==> config.mk <==
export PLATFORM = sky130hd
export DESIGN_NAME = uart_rx_frame_ctrl
export DESIGN_NICKNAME = d
export VERILOG_FILES = /design/src/rtl/uart_rx_frame_ctrl.sv
export SDC_FILE = /design/constraint.sdc
export NUM_CORES = 1
export LEC_CHECK = 0
export CAP_MARGIN = 30
export CELL_PAD_IN_SITES_DETAIL_PLACEMENT = 0
export CELL_PAD_IN_SITES_GLOBAL_PLACEMENT = 1
export CORE_MARGIN = 8
export CORE_UTILIZATION = 37
export DETAILED_ROUTE_END_ITERATION = 12
export GPL_TIMING_DRIVEN = 0
export PLACE_DENSITY = 0.86
export SETUP_SLACK_MARGIN = 0.05
export SYNTH_ARGS = -nofsm -noshare
export SYNTH_HDL_FRONTEND = slang
export SYNTH_SLANG_ARGS = --single-unit
==> constraint.sdc <==
create_clock -name Clk -period 1.9 [get_ports Clk]
set_input_delay 0.19 -clock Clk [delete_from_list [all_inputs] [get_ports Clk]]
set_output_delay 0.19 -clock Clk [all_outputs]
set_load 0.01 [all_outputs]
==> src/rtl/uart_rx_frame_ctrl.sv <==
// Frame-level controller for the UART receiver: turns the byte stream into checksummed
// command frames (SYNC, CMD, LEN, payload, CHK) and hands them downstream via valid/ready.
module uart_rx_frame_ctrl #(
  parameter int unsigned TIMEOUT_TICKS = 160,
  parameter logic [7:0]  SYNC_BYTE     = 8'hA5
) (
  input  logic        Clk,
  input  logic        Rst,
  input  logic        En,
  input  logic        Tick,
  input  logic        RxDone,
  input  logic [7:0]  RxData,
  output logic        RxEn,
  output logic [3:0]  NBits,
  output logic        CmdValid,
  input  logic        CmdReady,
  output logic [7:0]  CmdCode,
  output logic [2:0]  CmdLen,
  output logic [31:0] CmdData,
  output logic        ErrChk,
  output logic        ErrLen,
  output logic        ErrTimeout
);

  typedef enum logic [2:0] {StIdle, StCmd, StLen, StData, StChk, StHold} state_e;

  localparam logic [7:0] TimeoutLast = 8'(TIMEOUT_TICKS - 1);
  localparam logic [7:0] CfgCmd      = 8'h0F;

  state_e      r_state;
  logic [2:0]  r_rxdone_sync;
  logic        r_en;
  logic [7:0]  r_code;
  logic [7:0]  r_xor;
  logic [7:0]  r_tcnt;
  logic [2:0]  r_len;
  logic [2:0]  r_idx;
  logic [31:0] r_payload;
  logic [3:0]  r_nbits;
  logic        r_cmd_valid;
  logic [7:0]  r_cmd_code;
  logic [2:0]  r_cmd_len;
  logic [31:0] r_cmd_data;
  logic        r_err_chk;
  logic        r_err_len;
  logic        r_err_to;

  logic        w_byte_stb;
  logic        w_active;
  logic        w_timeout;
  logic [3:0]  w_cfg_bits;

  // [0],[1] synchronize RxDone; [2] is the extra flop for falling-edge detection
  assign w_byte_stb = r_rxdone_sync[2] & ~r_rxdone_sync[1];
  assign w_active   = (r_state != StIdle) && (r_state != StHold);
  assign w_timeout  = Tick && (r_tcnt == TimeoutLast);
  assign w_cfg_bits = r_payload[3:0];

  always_ff @(posedge Clk) begin
    if (Rst) begin
      r_state       <= StIdle;
      r_rxdone_sync <= '0;
      r_en          <= 1'b0;
      r_code        <= '0;
      r_xor         <= '0;
      r_tcnt        <= '0;
      r_len         <= '0;
      r_idx         <= '0;
      r_payload     <= '0;
      r_nbits       <= 4'd8;
      r_cmd_valid   <= 1'b0;
      r_cmd_code    <= '0;
      r_cmd_len     <= '0;
      r_cmd_data    <= '0;
      r_err_chk     <= 1'b0;
      r_err_len     <= 1'b0;
      r_err_to      <= 1'b0;
    end else begin
      r_rxdone_sync <= {r_rxdone_sync[1:0], RxDone};
      r_en          <= En;
      r_err_chk     <= 1'b0;
      r_err_len     <= 1'b0;
      r_err_to      <= 1'b0;

      if (w_byte_stb) begin
        r_tcnt <= '0;
      end else if (w_active && Tick) begin
        r_tcnt <= r_tcnt + 8'd1;
      end

      case (r_state)
        StIdle: begin
          if (En && w_byte_stb && (RxData == SYNC_BYTE)) begin
            r_payload <= '0;
            r_state   <= StCmd;
          end
        end
        StHold: begin
          if (CmdReady) begin
            r_cmd_valid <= 1'b0;
            r_state     <= StIdle;
          end
        end
        default: begin
          // A received byte takes priority over a timeout landing in the same cycle
          if (!En) begin
            r_state <= StIdle;
          end else if (w_byte_stb) begin
            case (r_state)
              StCmd: begin
                r_code  <= RxData;
                r_xor   <= RxData;
                r_state <= StLen;
              end
              StLen: begin
                if (RxData > 8'd4) begin
                  r_err_len <= 1'b1;
                  r_state   <= StIdle;
                end else begin
                  r_len   <= RxData[2:0];
                  r_xor   <= r_xor ^ RxData;
                  r_idx   <= '0;
                  r_state <= (RxData[2:0] == 3'd0) ? StChk : StData;
                end
              end
              StData: begin
                r_payload[{r_idx[1:0], 3'b000} +: 8] <= RxData;
                r_xor <= r_xor ^ RxData;
                r_idx <= r_idx + 3'd1;
                if (r_idx == r_len - 3'd1) begin
                  r_state <= StChk;
                end
              end
              StChk: begin
                if (RxData != r_xor) begin
                  r_err_chk <= 1'b1;
                  r_state   <= StIdle;
                end else if (r_code == CfgCmd) begin
                  if (w_cfg_bits inside {4'd6, 4'd7, 4'd8}) begin
                    r_nbits <= w_cfg_bits;
                  end
                  r_state <= StIdle;
                end else begin
                  r_cmd_valid <= 1'b1;
                  r_cmd_code  <= r_code;
                  r_cmd_len   <= r_len;
                  r_cmd_data  <= r_payload;
                  r_state     <= StHold;
                end
              end
              default: r_state <= StIdle;
            endcase
          end else if (w_timeout) begin
            r_err_to <= 1'b1;
            r_state  <= StIdle;
          end
        end
      endcase
    end
  end

  // Receiver stays stalled while a command waits, so no byte can overrun it
  assign RxEn       = r_en & (r_state != StHold);
  assign NBits      = r_nbits;
  assign CmdValid   = r_cmd_valid;
  assign CmdCode    = r_cmd_code;
  assign CmdLen     = r_cmd_len;
  assign CmdData    = r_cmd_data;
  assign ErrChk     = r_err_chk;
  assign ErrLen     = r_err_len;
  assign ErrTimeout = r_err_to;

endmodule

==> flow_metrics.tcl <==
set metrics [dict create \
    setup_slack_ns -0.2795 \
    tns_ns -10.93 \
    initial_core_util 0.3793 \
    area_growth_pct 38.11 \
    ff2ff_path_depth 7 \
    cap_violations 0 \
    relSlewSlack 0.6324 \
    cts_tree "built" \
    seqPwrFrac 0.416 \
    root_buffer "clkbuf_16" \
    cts_inserted_buffers 17 \
    r2r_setup_slack_ns -0.28 \
    period_share 1.147 \
    cts.path.max_buffers 2 \
    ys_seq_area_frac 0.4764 \
    status "complete, but fails checks" \
    dieHeight_um 132.7 \
    powerDensity_nw_per_um2 870.8 \
    violations "setup timing" \
    worstMarginPinSlew_ns 0.5514 \
    final_area_um2 6964 \
    syn_nets 591 \
    first_iter_violations 402 \
    ys_dominant_reg_cell "dfxtp_1" \
    vias_per_cell 5.201 \
    end_kind "register" \
    drive_above_1_share 0.1602 \
    wl_met2_mm 6.477 \
    antenna_cells 0 \
    crit_fanout 8 \
    clk_latency_ns 0.41 \
    met1Wirelength_mm 6.108 \
    io_buffers 62 \
    die_w_um 132.7 \
    clkTransAtPathRegs_ns 0.05 \
    rsz0062_at_grt "yes" \
    top_layer "met4" \
    postCtsHoldBufs 0 \
    internal_power_uw 4859 \
    numClockSinks 120 \
    nNetsFinal 681 \
    p_clk_frac 0.556 \
    dp_slack_ns -1.001 \
    ant_nets 0 \
    grt_pass1_vias 4308 \
    drv_slew 0 \
    total_power_uw 6064 \
    die-area_um2 17620 \
    synth_edf_count 0 \
    yosysUniqueCellTypes 49 \
    final.min_clock_period_ns 2.179 \
    startpoint_type "register" \
    htree_num_levels 4 \
    rows 42 \
    ioPinCount 66 \
    placed_cell_area_um2 5894 \
    wl_met3_um 876 \
    grt_max_degree 17 \
    setup_viol 45 \
    ir_worst_vdd_uv 556.0 \
    gr-total-overflow 0 \
    hold_viol_final 0 \
    grt_usage 0.1560 \
    crit_type "reg2reg" \
    async_reset_ff_frac 0 \
    p_sw_frac 0.1988 \
    arrival_ns 2.46 \
    p_comb_frac 0.028 \
    dr_total_vias 4421 \
    fp.coreArea_um2 13300 \
    fmax_mhz 458.8 \
    wl_per_cell_um 16.08 \
    ys_warn_count 0 \
    syn-cell-area_um2 5042 \
    wl_mm 13.66 \
    required_ns 2.18 \
    p_leak_uw 0.002709 \
    drc 0 \
    synth-seq-cells 120 \
    first_pass_iters 5 \
    worst_hold_path_type "in2reg" \
    syn_area_per_cell_um2 8.831 \
    p_sw_uw 1206 \
    num-fill-cells 1184 \
    dpl.hpwl_mm 9.241 \
    grt_first_pass_wirelength_mm 22.24 \
    synthCells 571 \
    gp_congestion 0.8874 \
    antenna_found_initial 0 \
    fin_skew_ns 0.007491 \
    min_path_cells 3 \
]
==> layout make-up <==
type | count | area (um2) | share of cell area
clock inverter | 9 | 145.1 | 0.02084
clock buffer | 23 | 478.0 | 0.06863
inverter | 8 | 30.03 | 0.004312
sequential | 120 | 2420 | 0.3475
buffer | 33 | 256.5 | 0.03683
multi-input combinational | 403 | 2616 | 0.3757
timing repair buffer | 78 | 798.3 | 0.1146
tap | 176 | 220.2 | 0.03162
==> routing by layer <==
layer,track usage,vias to the layer above
met1,0.1956,2108
li1,-,2164
met5,0,-
met2,0.2488,131
met3,0.04315,18
met4,0.05994,0
==> path summary, 6_finish.rpt <==
check	startpoint	endpoint
max	r_rxdone_sync[2]	CmdCode[5]
min reg2reg	r_rxdone_sync[0]	r_rxdone_sync[1]
max reg2reg	r_rxdone_sync[2]	CmdCode[5]
min	RxData[4]	r_payload[28]
==> synth_stat cells, types with 2 or more instances <==
cell type	instances	area, um2
inv_1	8	30.03
mux2i_1	49	490.5
nor2_1	75	281.5
nand3b_1	4	30.03
nor2b_1	9	56.30
buf_1	3	11.26
a31oi_1	4	25.02
nand3_1	44	220.2
xor2_1	5	43.79
dfxtp_1	120	2402
clkbuf_1	28	105.1
ha_1	6	75.07
nand4_1	4	25.02
nor3_1	8	40.04
xnor2_1	13	113.9
nand2_1	57	214.0
a41oi_1	2	17.52
nand2b_1	6	37.54
and2_1	4	25.02
o21ai_0	19	95.09
o211ai_1	8	60.06
and4_1	2	17.52
and4b_1	2	20.02
or2_2	4	25.02
nor4b_1	3	26.28
buf_2	3	15.01
nor4_1	4	25.02
a21oi_1	52	260.3
buf_6	4	45.04
or3_1	2	12.51
==> worst max-delay path, stage by stage, from the launching register on <==
cell,delay [ns]
dfxtp_1,0.41
nand3b_4,0.09
or4b_4,0.49
or4b_4,0.51
buf_12,0.18
buf_12,0.14
mux2i_1,0.16
nor2_1,0.06
==> layout by cell type, fill, tap and decap left out, types with 6 or more instances in the layout <==
master / n
nor3_1: 6
nand2_1: 56
inv_1: 7
clkdlybuf4s50_1: 60
buf_4: 13
nor2_1: 70
clkbuf_1: 16
nand3_1: 44
a21oi_1: 51
o21ai_0: 17
xnor2_1: 12
o211ai_1: 8
mux2i_1: 48
clkbuf_16: 17
nor2b_1: 8
dfxtp_1: 112
==> flip-flops by register name (all words and copies together) (netlist names), 4 cells and up <==
register	flops
r_xor	8
r_tcnt	8
NBits	4
CmdCode	8
r_payload	32
r_code	8
CmdData	32
==> power by group through the flow <==
stage | Combinational, uW | Clock, uW | Sequential, uW
after detailed placement | 152 | 0 | 2580
after floorplan | 80.4 | 0 | 2580
after global routing | 181 | 3530 | 2520
after global placement | 150 | 0 | 2580
after CTS | 158 | 3410 | 2520
final | 169 | 3370 | 2520
==> metrics by stage <==
step / util / hold slack [ns] / instances
after global placement: 0.4433 / 0.4400 / 809
after detailed placement: 0.4433 / 0.4369 / 809
after floorplan: - / 0.3182 / 571
after CTS: 0.5106 / 0.1656 / 847
final: 0.5238 / 0.2027 / 850
after global routing: 0.5238 / 0.1954 / 850
==> cells by family after synthesis <==
group                      count (synthesis)  share of synthesized area
DFF                                      120                     0.4764
AOI/OAI and AO/OA                         93                     0.1042
muxes                                     49                    0.09727
adders and majority gates                  6                    0.01489
buffers and inverters                     48                    0.04342
xor gates and xnor gates                  19                    0.03598
and+or+nand+nor                          236                     0.2278
==> repair_timing <==
action                                  in CTS  in global routing
setup buffers                                3                 10
endpoints found under the setup margin     109                104
gates cloned                                 3                  0
pin swaps                                    2                  9
resized for setup                           52                 44
No activity file was read; power rests on OpenSTA's default activity.
